$ cat config.mk
export PLATFORM = sky130hd
export DESIGN_NAME = reg_file_wb_flat
export DESIGN_NICKNAME = d
export VERILOG_FILES = /design/src/rtl/reg_file_wb_if.sv /design/src/rtl/reg_file_wb.sv /design/src/flat_wrapper.sv
export SDC_FILE = /design/constraint.sdc
export NUM_CORES = 2
export LEC_CHECK = 0
export CORE_AREA = 2 2 346 348
export CTS_CLUSTER_SIZE = 30
export DETAILED_ROUTE_END_ITERATION = 10
export DIE_AREA = 0 0 348 350
export GPL_TIMING_DRIVEN = 0
export PLACE_DENSITY_LB_ADDON = 0.25
export SYNTH_ARGS = -nofsm -noshare
export SYNTH_HDL_FRONTEND = slang
export SYNTH_SLANG_ARGS = --single-unit
$ cat constraint.sdc
create_clock -name clk -period 4.17 [get_ports clk]
set_input_delay 0.6255 -clock clk [delete_from_list [all_inputs] [get_ports clk]]
set_output_delay 0.6255 -clock clk [all_outputs]
set_load 0.01 [all_outputs]
$ cat src/rtl/reg_file_wb_if.sv
// reg_file_wb_if
// Groups the write-back, decode-read and issue signals of the register file.
//   master : the pipeline side (MEM/WB drives write-back, decode drives reads
//            and issue, and it consumes read data and the stall)
//   slave  : the register file itself
// Signals:
//   writeEnableIn/writeBackAddrIn/dataIn : write-back triple from MEM/WB
//   readEnable1/readAddr1, readEnable2/readAddr2 : decode source reads
//   issueValid/issueAddr : decode issues an instruction writing issueAddr
//   readData1/readData2 : combinational source data
//   pendingStall : combinational hold request to decode
// Issue handshake: an issue is taken only in a cycle where issueValid is high
// and pendingStall is low; an issue presented while pendingStall is high is
// dropped and has no effect.
interface reg_file_wb_if #(
    parameter int DATA_W = 32,
    parameter int ADDR_W = 5
);
    logic              writeEnableIn;
    logic [ADDR_W-1:0] writeBackAddrIn;
    logic [DATA_W-1:0] dataIn;
    logic              readEnable1;
    logic [ADDR_W-1:0] readAddr1;
    logic              readEnable2;
    logic [ADDR_W-1:0] readAddr2;
    logic              issueValid;
    logic [ADDR_W-1:0] issueAddr;
    logic [DATA_W-1:0] readData1;
    logic [DATA_W-1:0] readData2;
    logic              pendingStall;

    modport master (
        output writeEnableIn, writeBackAddrIn, dataIn,
        output readEnable1, readAddr1, readEnable2, readAddr2,
        output issueValid, issueAddr,
        input  readData1, readData2, pendingStall
    );

    modport slave (
        input  writeEnableIn, writeBackAddrIn, dataIn,
        input  readEnable1, readAddr1, readEnable2, readAddr2,
        input  issueValid, issueAddr,
        output readData1, readData2, pendingStall
    );
endinterface

$ cat src/rtl/reg_file_wb.sv
// reg_file_wb
// Architectural register file with a write-back scoreboard. Commits the
// MEM/WB write-back triple into a NUM_REGS x DATA_W array (x0 hardwired to
// zero), serves two decode read ports with same-cycle write-through bypass,
// and tracks in-flight destinations so decode stalls on RAW/WAW hazards.
// Ports:
//   clk     : rising-edge clock
//   resetIn : synchronous active-high reset; clears array and pending bits,
//             forces all outputs to zero while high
//   wb      : reg_file_wb_if slave (write-back, reads, issue, stall)
module reg_file_wb #(
    parameter int DATA_W   = 32,
    parameter int ADDR_W   = 5,
    parameter int NUM_REGS = 32
) (
    input  logic         clk,
    input  logic         resetIn,
    reg_file_wb_if.slave wb
);
    logic [DATA_W-1:0]   regs_q [NUM_REGS];
    logic [NUM_REGS-1:0] pending_q;
    logic [NUM_REGS-1:0] pending_d;

    logic bypass1, bypass2, bypass_iss;
    logic src_haz1, src_haz2, waw_haz;
    logic stall;
    logic issue_accept;
    logic wb_commit;

    // A write-back addressed at a register resolves that register's hazard
    // in the same cycle, since its data is available through the bypass.
    assign bypass1    = wb.writeEnableIn && (wb.writeBackAddrIn == wb.readAddr1);
    assign bypass2    = wb.writeEnableIn && (wb.writeBackAddrIn == wb.readAddr2);
    assign bypass_iss = wb.writeEnableIn && (wb.writeBackAddrIn == wb.issueAddr);

    assign src_haz1 = wb.readEnable1 && (wb.readAddr1 != '0)
                      && pending_q[wb.readAddr1] && !bypass1;
    assign src_haz2 = wb.readEnable2 && (wb.readAddr2 != '0)
                      && pending_q[wb.readAddr2] && !bypass2;
    assign waw_haz  = wb.issueValid && (wb.issueAddr != '0)
                      && pending_q[wb.issueAddr] && !bypass_iss;

    assign stall           = !resetIn && (src_haz1 || src_haz2 || waw_haz);
    assign wb.pendingStall = stall;

    // Issues presented while stalled are ignored rather than queued.
    assign issue_accept = wb.issueValid && (wb.issueAddr != '0) && !stall;
    assign wb_commit    = wb.writeEnableIn && (wb.writeBackAddrIn != '0);

    always_comb begin
        wb.readData1 = '0;
        if (!resetIn && wb.readEnable1 && (wb.readAddr1 != '0)) begin
            wb.readData1 = bypass1 ? wb.dataIn : regs_q[wb.readAddr1];
        end
    end

    always_comb begin
        wb.readData2 = '0;
        if (!resetIn && wb.readEnable2 && (wb.readAddr2 != '0)) begin
            wb.readData2 = bypass2 ? wb.dataIn : regs_q[wb.readAddr2];
        end
    end

    // Clear first, then set: a new producer issued to the register being
    // written back is still outstanding, so the set must win.
    always_comb begin
        pending_d = pending_q;
        if (wb.writeEnableIn) begin
            pending_d[wb.writeBackAddrIn] = 1'b0;
        end
        if (issue_accept) begin
            pending_d[wb.issueAddr] = 1'b1;
        end
        pending_d[0] = 1'b0;
    end

    always_ff @(posedge clk) begin
        if (resetIn) begin
            for (int i = 0; i < NUM_REGS; i++) begin
                regs_q[i] <= '0;
            end
            pending_q <= '0;
        end else begin
            if (wb_commit) begin
                regs_q[wb.writeBackAddrIn] <= wb.dataIn;
            end
            pending_q <= pending_d;
        end
    end
endmodule

$ cat src/flat_wrapper.sv
// flat-port wrapper written by rule: the top's interface ports become plain ports
module reg_file_wb_flat 
#(
    parameter int DATA_W   = 32,
    parameter int ADDR_W   = 5,
    parameter int NUM_REGS = 32
)
  (clk, resetIn, wb_writeEnableIn, wb_writeBackAddrIn, wb_dataIn, wb_readEnable1, wb_readAddr1, wb_readEnable2, wb_readAddr2, wb_issueValid, wb_issueAddr, wb_readData1, wb_readData2, wb_pendingStall);
  reg_file_wb_if #(.DATA_W(DATA_W), .ADDR_W(ADDR_W)) wb_i ();
  input  logic clk;
  input  logic resetIn;
  input wire logic [$bits(wb_i.writeEnableIn)-1:0] wb_writeEnableIn;
  input wire logic [$bits(wb_i.writeBackAddrIn)-1:0] wb_writeBackAddrIn;
  input wire logic [$bits(wb_i.dataIn)-1:0] wb_dataIn;
  input wire logic [$bits(wb_i.readEnable1)-1:0] wb_readEnable1;
  input wire logic [$bits(wb_i.readAddr1)-1:0] wb_readAddr1;
  input wire logic [$bits(wb_i.readEnable2)-1:0] wb_readEnable2;
  input wire logic [$bits(wb_i.readAddr2)-1:0] wb_readAddr2;
  input wire logic [$bits(wb_i.issueValid)-1:0] wb_issueValid;
  input wire logic [$bits(wb_i.issueAddr)-1:0] wb_issueAddr;
  output wire logic [$bits(wb_i.readData1)-1:0] wb_readData1;
  output wire logic [$bits(wb_i.readData2)-1:0] wb_readData2;
  output wire logic [$bits(wb_i.pendingStall)-1:0] wb_pendingStall;
  assign wb_i.writeEnableIn = wb_writeEnableIn;
  assign wb_i.writeBackAddrIn = wb_writeBackAddrIn;
  assign wb_i.dataIn = wb_dataIn;
  assign wb_i.readEnable1 = wb_readEnable1;
  assign wb_i.readAddr1 = wb_readAddr1;
  assign wb_i.readEnable2 = wb_readEnable2;
  assign wb_i.readAddr2 = wb_readAddr2;
  assign wb_i.issueValid = wb_issueValid;
  assign wb_i.issueAddr = wb_issueAddr;
  assign wb_readData1 = wb_i.readData1;
  assign wb_readData2 = wb_i.readData2;
  assign wb_pendingStall = wb_i.pendingStall;
  reg_file_wb #(.DATA_W(DATA_W), .ADDR_W(ADDR_W), .NUM_REGS(NUM_REGS)) u_core (.clk(clk), .resetIn(resetIn), .wb(wb_i));
endmodule
==> out/metrics.sh <==
STATUS='finished with violations'
VIOLATIONS='max-capacitance violations, max-slew violations, negative setup slack'
MOST_COMMON_CELL_AFTER_LAYOUT_FILL_AND_TAPS_ASIDE='edfxtp_1'
YS_SEQ_ELEMENTS=1055
WORST_SKEW_PAIR.LATE_LATENCY_PS=720
AVGSYNTHCELLAREA_SQ_UM=15.5
TIMING.SETUP.TNS_PS=-259
DIE_WIDTH_UM=348
ROUTED-VIA-COUNT=36900
DPL_CELL_AREA_SQ_UM=61600
YOSYS-MUX-AREA-FRACTION=0.261
SYNTHFLOPTYPE='edfxtp_1'
DR.PASS1.ITERS=6
LEAKAGEPOWER_uW=0.0224
PORT_BUFFERS=112
POST_ROUTE_CELLS_DRIVE_ABOVE_1_SHARE=0.271
TYPE_OF_THE_TIGHTEST_MIN_DELAY_CHECK='in2reg'
CTS.ROOT.BUFFER_CELL='clkbuf_16'
MET2_USAGE=0.498
FINAL.PERIOD_UTILIZATION=1.01
REG2REG_DEPTH=8
CLK_TRANSITION_REPORTED_PATHS_PS=60
SYNTHSIMPLEGATEAREAFRAC=0.137
FINAL_NUMBER_OF_SETUP_VIOLATING_ENDPOINTS=22
WORST-ENDPOINT-ARRIVAL_PS=3580
GRT_SETUP_UNREPAIRED='true'
SKEW_PS=20.0
MAXSLEWVIOLCOUNT=11
DIE_HEIGHT_UM=350
CRITICAL_PATH.STARTPOINT_TYPE='primary input'
FLOORPLAN.INITIALDENSITY=0.487
DPL.CELL_COUNT=5419
WORST_IR_DROP_VDD_uV=340
POST-ROUTE-WORST-SETUP-SLACK_PS=-40.2
NETS=4060
DP.FINAL_HPWL_UM=142000
LAYOUT.CELLS.NON_FILLER=5636
VIAS_IN_THE_FIRST_GLOBAL_ROUTE=37100
PLACEABLE_AREA_SQ_UM=118000
FINISHED_CELL_AREA_SQ_UM=66300
DETAIL-ROUTE-ANTENNA-NETS=0
DETAILED_ROUTE_ITER0_VIOLATIONS=5452
POST_SYNTH_EDFFS=1024
POST_SYN_INSTANCES=3707
GRT_FIRST_PASS_WIRELENGTH_UM=268000
CRITICAL_PATH_CLASS='in2out'
TRITONCTS_CLOCK_TREE='yes'
LAYOUT_COMMON_CELLS='edfxtp_1 (1024), and2_1 (995), mux4_2 (658), clkbuf_1 (254), nand2_1 (150)'
SYN-CELL-AREA_SQ_UM=57300
YOSYS_WARNINGS=0
OVERFLOW=0
MET1_USAGE=0.402
HOLD_VIOLATIONS=0
NUMCTSBUFFERS=112
CRIT_PATH_END_KIND='primary output'
GP_CONGESTION=0.979
HOLD_DEPTH=3
SHARE_OF_FLIP_FLOPS_WITH_AN_ASYNCHRONOUS_SET_OR_RESET=0
ANTENNA_FOUND_INITIAL=4
SYNTH_ADDER_AREA_SHARE=0
PATH_MAX_FANOUT=10
YOSYSSEQAREASHARE=0.547
TOP_LEVEL_PORTS=123
LAYOUT_MIN_CYCLE_TIME_PS=4210
PWR_DENSITY_CELL_nW_PER_UM2=394
SLEW_HEADROOM=-0.0240
CLKSINKCOUNT=1055
ROUTE.DETAILED.WL_PER_INST_UM=34.2
DRT_WL_TOTAL_UM=193000
VIA_PER_INST=6.55
SYNTH.LIB_CELLS_USED.DISTINCT=55
SYNTH_TOP_FAMILY_BY_AREA='multiplexers'
WORST_PIN_SLEW_PS=1540
DIE_AREA_SQ_UM=122000
SYNTH_COMPOUND_GATE_AREA_SHARE=0.0187
AREA_GROWTH_SYN_TO_LAYOUT_PCT=15.6
CLK_PATH_BUF_DEPTH=3
TIMING.CRITICAL_PATH.REQUIRED_PS=3540
TOP_USAGE_LAYER_GRT='met2'
CAP_VIOLATIONS=1
ROWS=126
DRC=0
CTS_HTREE_LEVELS=3
MET3_TRACK_DEMAND_OVER_RESOURCE_IN_GLOBAL_ROUTING=0.0812
SYNTH_XOR_AREA_FRAC=0.00229
GLOBALROUTETOTALUTIL=0.317
MAX_CLOCK_FREQ_MHz=238
MAXIMUM_NUMBER_OF_PINS_ON_ONE_NET_BEFORE_GLOBAL_ROUTE_REPAIR=23
final timing paths:
path | startpoint | end | slack, ps
max | wb_readAddr2[2] | wb_readData2[0] | -40
min | wb_issueAddr[4] | u_core.pending_q[28] | 420
max reg2reg | u_core.pending_q[15] | u_core.pending_q[20] | 1820
min reg2reg | u_core.pending_q[22] | u_core.pending_q[22] | 540
what timing repair did:
item | in CTS | in global routing
resized for setup | 270 | 96
pin swaps | 2 | 2
setup buffers | 6 | 0
hold buffers | 0 | 0
endpoints found under the setup margin | 65 | 260
gates cloned | 0 | 1
cells in the mapped netlist, types with 4 or more instances:
cell type	n	area share
o22ai_1	5	0.00055
o21ai_1	62	0.0054
o31ai_1	4	0.00052
o21ai_0	56	0.0049
and2_1	995	0.11
o211ai_1	21	0.0027
buf_1	21	0.0014
nand2_1	151	0.0099
nor2_1	107	0.0070
nor2b_1	7	0.00076
nand3b_1	8	0.0010
nand3_1	79	0.0069
mux2i_1	10	0.0017
o311ai_0	6	0.00092
buf_4	32	0.0042
inv_1	4	0.00026
a31oi_1	4	0.00044
buf_6	30	0.0059
edfxtp_1	1024	0.54
nand2b_1	6	0.00065
mux4_2	658	0.26
xor2_1	12	0.0018
buf_2	33	0.0029
clkbuf_1	290	0.019
dfxtp_1	31	0.011
critical path, stage by stage:
cell and delay [ps]:
clkdlybuf4s50_1 520, clkbuf_4 250, clkbuf_8 280, clkbuf_4 320, mux4_2 260, nand2_1 60, nand3_1 170, o21ai_1 100
nor2_1 350, clkdlybuf4s50_1 630
cell families (layout without fill, tap and decap cells):
logic type,count (synthesis),count (layout)
other cells,1,33
xor+xnor,15,15
simple gates,1373,1373
buf+inv,413,774
mux,671,671
compound gates,179,179
flops,1055,1055
sequential cells by signal, summed over array words and instances, names as in the netlist:
register,cells
u_core.regs_q,1024
u_core.pending_q,31
metal layers:
layer  wire length, um  part of all wire
met1             67400              0.35
met2             89600              0.46
met3             21900              0.11
met4             13800             0.071
met5               136           0.00071
layout make-up:
type | count | area, sq um
Antenna cell | 1 | 2.50
Timing Repair Buffer | 152 | 1960
Fill cell | 9170 | 51500
Sequential cell | 1055 | 31400
Multi-Input combinational cell | 2270 | 24700
Inverter | 7 | 26.3
Buffer | 404 | 2730
Clock buffer | 146 | 3040
Tap cell | 1536 | 1920
Clock inverter | 65 | 532
power by group:
part	switching (uW)	total (uW)	internal, uW
Sequential	281	12500	12200
Combinational	2050	3700	1650
Clock	4300	9960	5660
Total	6630	26100	19500
stage by stage:
stage	util	setup slack (ps)	power [uW]	hold slack [ps]
final	0.563	-40.2	26100	422
after global routing	0.563	-19.2	26600	444
after CTS	0.560	-1.50	26000	365
after detailed placement	0.523	-1900	16200	525
after global placement	0.514	-3930	16100	520
after floorplan	-	-171	14700	466
No activity file was read; power rests on OpenSTA's default activity.
